--- src/rtl/fib_seq_gen.sv ---
// Fibonacci-style sequence generator: two seeds, valid/ready output stream,
// stops on value threshold, term count, or imminent overflow of the next term.
module fib_seq_gen #(
  parameter int WIDTH = 16,
  parameter int CNT_W = 8
) (
  input  logic             clock,
  input  logic             reset,
  input  logic             start,
  input  logic [WIDTH-1:0] seed0,
  input  logic [WIDTH-1:0] seed1,
  input  logic [WIDTH-1:0] limit,
  input  logic             mode,
  output logic             out_valid,
  input  logic             out_ready,
  output logic [WIDTH-1:0] out_data,
  output logic             out_last,
  output logic [CNT_W-1:0] term_count,
  output logic             busy,
  output logic             done,
  output logic             overflow
);

  typedef enum logic [1:0] {IDLE, RUN, DONE} state_t;

  localparam int CMP_W = (WIDTH > CNT_W) ? WIDTH : CNT_W;

  state_t           state;
  logic [WIDTH-1:0] a;
  logic [WIDTH-1:0] b;
  logic [WIDTH-1:0] lim;
  logic             md;
  logic             b_ovf;

  logic [CNT_W-1:0] cnt_next;
  logic [CMP_W-1:0] cnt_ext;
  logic [CMP_W-1:0] lim_ext;
  logic [WIDTH:0]   sum;
  logic             last;

  always_comb begin
    cnt_next = term_count + 1'b1;
    cnt_ext  = CMP_W'(cnt_next);
    lim_ext  = CMP_W'(lim);
    sum      = {1'b0, a} + {1'b0, b};
    // b_ovf flags that the term after a is inexact, so a must be the final one
    last     = b_ovf || (md ? (cnt_ext == lim_ext) : (a >= lim));
  end

  assign out_valid = (state == RUN);
  assign busy      = (state == RUN);
  assign done      = (state == DONE);
  assign out_last  = (state == RUN) && last;
  assign out_data  = a;

  always_ff @(posedge clock) begin
    if (reset) begin
      state      <= IDLE;
      a          <= '0;
      b          <= '0;
      lim        <= '0;
      md         <= 1'b0;
      b_ovf      <= 1'b0;
      term_count <= '0;
      overflow   <= 1'b0;
    end else begin
      case (state)
        IDLE: begin
          if (start) begin
            a          <= seed0;
            b          <= seed1;
            lim        <= limit;
            md         <= mode;
            b_ovf      <= 1'b0;
            term_count <= '0;
            overflow   <= 1'b0;
            state      <= (mode && (limit == '0)) ? DONE : RUN;
          end
        end
        RUN: begin
          if (out_ready) begin
            term_count <= cnt_next;
            if (last) begin
              overflow <= b_ovf;
              state    <= DONE;
            end else begin
              a     <= b;
              b     <= sum[WIDTH-1:0];
              b_ovf <= sum[WIDTH];
            end
          end
        end
        DONE:    state <= IDLE;
        default: state <= IDLE;
      endcase
    end
  end

endmodule

--- config.mk ---
export PLATFORM = sky130hd
export DESIGN_NAME = fib_seq_gen
export DESIGN_NICKNAME = d
export VERILOG_FILES = /design/src/rtl/fib_seq_gen.sv
export SDC_FILE = /design/constraint.sdc
export NUM_CORES = 1
export LEC_CHECK = 0
export ABC_AREA = 1
export CORE_MARGIN = 10
export CORE_UTILIZATION = 25
export DETAILED_ROUTE_END_ITERATION = 6
export PLACE_DENSITY = 0.44
export SYNTH_ARGS = -nofsm -noshare
export SYNTH_HDL_FRONTEND = slang
export SYNTH_SLANG_ARGS = --single-unit
--- constraint.sdc ---
create_clock -name clock -period 4.75 [get_ports clock]
set_input_delay 0.95 -clock clock [delete_from_list [all_inputs] [get_ports clock]]
set_output_delay 0.95 -clock clock [all_outputs]
set_load 0.005 [all_outputs]
==> out/results.ini <==
[yosys]
ys_top_cells_by_count=nand2_1, nor2_1, inv_1
yosysSeqAreaShare_pct=29.1
ys.flop_type=dfxtp_1
netlist.area_leader.share_pct=29.1
synth_fp_nets=775
synth_simple_gate_area_share_pct=34.6
ys_async_sr_fraction_pct=0
synth_top_cell_by_area=dfxtp_1
syn-mean-instance-area_sq_um=6.10
syn-cell-area_sq_mm=0.00420
yosysMostFrequentCell=nand2_1
synth.distinct_cells=31
synth_xor_area_share_pct=0.835
synth-compound-area-share_pct=15.2
synthAdderAreaFrac_pct=10.3
synth_top_family_by_area=simple AND/OR/NAND/NOR gates
synthMuxAreaShare_pct=0
synth_edf_count=0
synth_area_leaders=dfxtp_1, nand2_1, ha_1, nor2_1, a21oi_1
ys.warnings.count=0
yosys_register_bits=61
synthCells=688

[grt]
antenna_found_initial=0
grt_pass1_wl_microns=22600
grt_pass1_vias=4418
grt.overflow.total=0
grt_max_degree=53
gr-usage-all-layers_pct=12.7

[worst_setup_path]
endpoint_kind=output port
worstSetupPathType=reg2out
start_kind=flop
timing.rr.end=b[14]$_SDFFE_PP0P_
reg2reg_depth=16
worstPathArrival_ns=2.81
r2r-start=term_count[0]$_SDFFE_PP0P_
worstPathRequired_ns=3.80
critPathLaunch=term_count[0]$_SDFFE_PP0P_
r2r_slack_ns=1.69
critPathMaxFanout=7

[power_and_ir_drop]
p_leak_nw=2.55
power_mw=2.48
ir_drop_uv=216
p_per_area_mw_per_mm2=454

[timing]
slew_violations=0
tightest_slew_ns=0.901
rsz0062_at_grt=false
final.min_clock_period_ns=3.76
setup_viol=0
fin_skew_ns=0.00639
hold_viol=0
fin_crit_sh_pct=79.2
tns_ns=0
max_freq_mhz=266
setup_slack_ns=0.987
relSlewSlack_pct=39.8

[clocking]
numCtsBuffers=9
cts_resized=0
cts_tree=built
clk_latency_ns=0.34
htreeDepth=3
clock-root-buffer=clkbuf_16
numClockSinks=61
hold_buffers=0
clk_pin_slew_ns=0.06
clockBufferDepth=2
cts_setup_buffers=0

[die]
die_x_microns=150
start_util_pct=25.4
chipHeight_microns=150
io-pin-count=82
row_count=47
die_area_sq_mm=0.0224
coreArea_sq_mm=0.0165

[placement]
gp_congestion=0.872
port_buffers=81
dp_slack_ns=1.37
dpl.cell_count=968
hpwl_microns=10700

[route]
num_vias=4443
viasPerCell=4.52
wl_microns=13900
ant_nets=0
drtPass1Iterations=4
drcViolationCount=0
drt_iter0_markers=205
wire_per_inst_microns=14.1

[job]
drv_cap=0

[final_layout]
areaGrowthSynthToFinish_pct=30.2
fin_cells=983
drive_gt1_share_pct=3.67
diodes=0
fin_nets=846

[outcome]
outcome=complete, no violations

[worst_hold_path]
hold_end=b[9]$_SDFFE_PP0P_
min_path_type=reg2reg
holdPathStages=2
worstHoldStart=b[9]$_SDFFE_PP0P_

==> through the flow <==
| stage | hold slack [ns] | util [%] | instance area (sq um) |
|---|---|---|---|
| 6_report | 0.467 | 33.1 | 5470 |
| 4_1_cts | 0.473 | 33.1 | 5470 |
| 5_1_grt | 0.503 | 33.1 | 5470 |
| 3_5_place_dp | 0.463 | 31.4 | 5180 |
| 3_3_place_gp | 0.456 | 31.4 | 5180 |
| 2_1_floorplan | 0.440 | - | 4200 |
==> worst max-delay path by stage <==
stage,endpoint,slack [ns],depth (start not counted)
after floorplan,out_last,2.29,11
after global placement,out_last,1.34,13
after detailed placement,out_last,1.37,13
after CTS,out_last,0.99,13
after global routing,out_last,0.76,13
final,out_last,0.99,13
==> per-layer routing <==
layer / vias to the layer above / part of all wire, % / GRT usage, %
met4: 0 / 1.2 / 3.73
met1: 2003 / 47 / 15.8
li1: 2339 / - / -
met3: 10 / 4.8 / 3.08
met5: - / 0 / 0
met2: 91 / 47 / 21.1
==> state kept, by name, summed over array words and instances (netlist names) <==
name,flops
out_data,16
md,1
overflow,1
lim,16
b,16
b_ovf,1
term_count,8
state,2
==> report_power, final <==
part	leakage, nW	internal (mW)	switching [mW]
clock	0.138	0.400	0.247
sequential	0.503	0.621	0.106
combinational	1.91	0.445	0.660
total	2.55	1.47	1.01
==> worst max-delay path, cell delays in order, from the launching register on <==
cell             delay, ns
dfxtp_1               0.50
ha_1                  0.32
nand2_1               0.10
nand2_1               0.05
nor2_1                0.08
nand2_1               0.05
nor2_1                0.16
nand3_1               0.09
nor2_1                0.09
nand3_1               0.13
nand3_2               0.13
nand2_2               0.12
inv_1                 0.13
clkdlybuf4s50_1       0.51
==> cell usage in the layout (no fill, tap or decap), types with 3 or more instances in the layout <==
master           count
inv_2                3
dfxtp_1             61
o21ai_0             58
clkinv_2             3
nor4_1               4
nor2_1              97
nor3_1               3
buf_4                3
nand4_1              3
xnor2_1              3
clkdlybuf4s50_1     81
nand3_1             37
inv_1               75
ha_1                33
or2_2                3
a21oi_1             61
nand2_1            207
clkbuf_16            9
==> cells by family (layout without fill, tap and decap cells) <==
logic type | after synthesis | count (layout)
buf+inv | 103 | 178
flops | 61 | 61
fa+ha+maj | 34 | 34
xor+xnor | 4 | 4
simple gates | 361 | 361
compound gates | 125 | 125
==> final cells by class <==
class                           count  area (sq um)
Sequential cell                    61          1220
Timing Repair Buffer               84           833
Tap cell                          220           275
Clock inverter                      5          52.6
Inverter                           79           297
Fill cell                        1805         11100
Clock buffer                       10           229
Multi-Input combinational cell    524          2560
No activity file was read; power rests on OpenSTA's default activity.
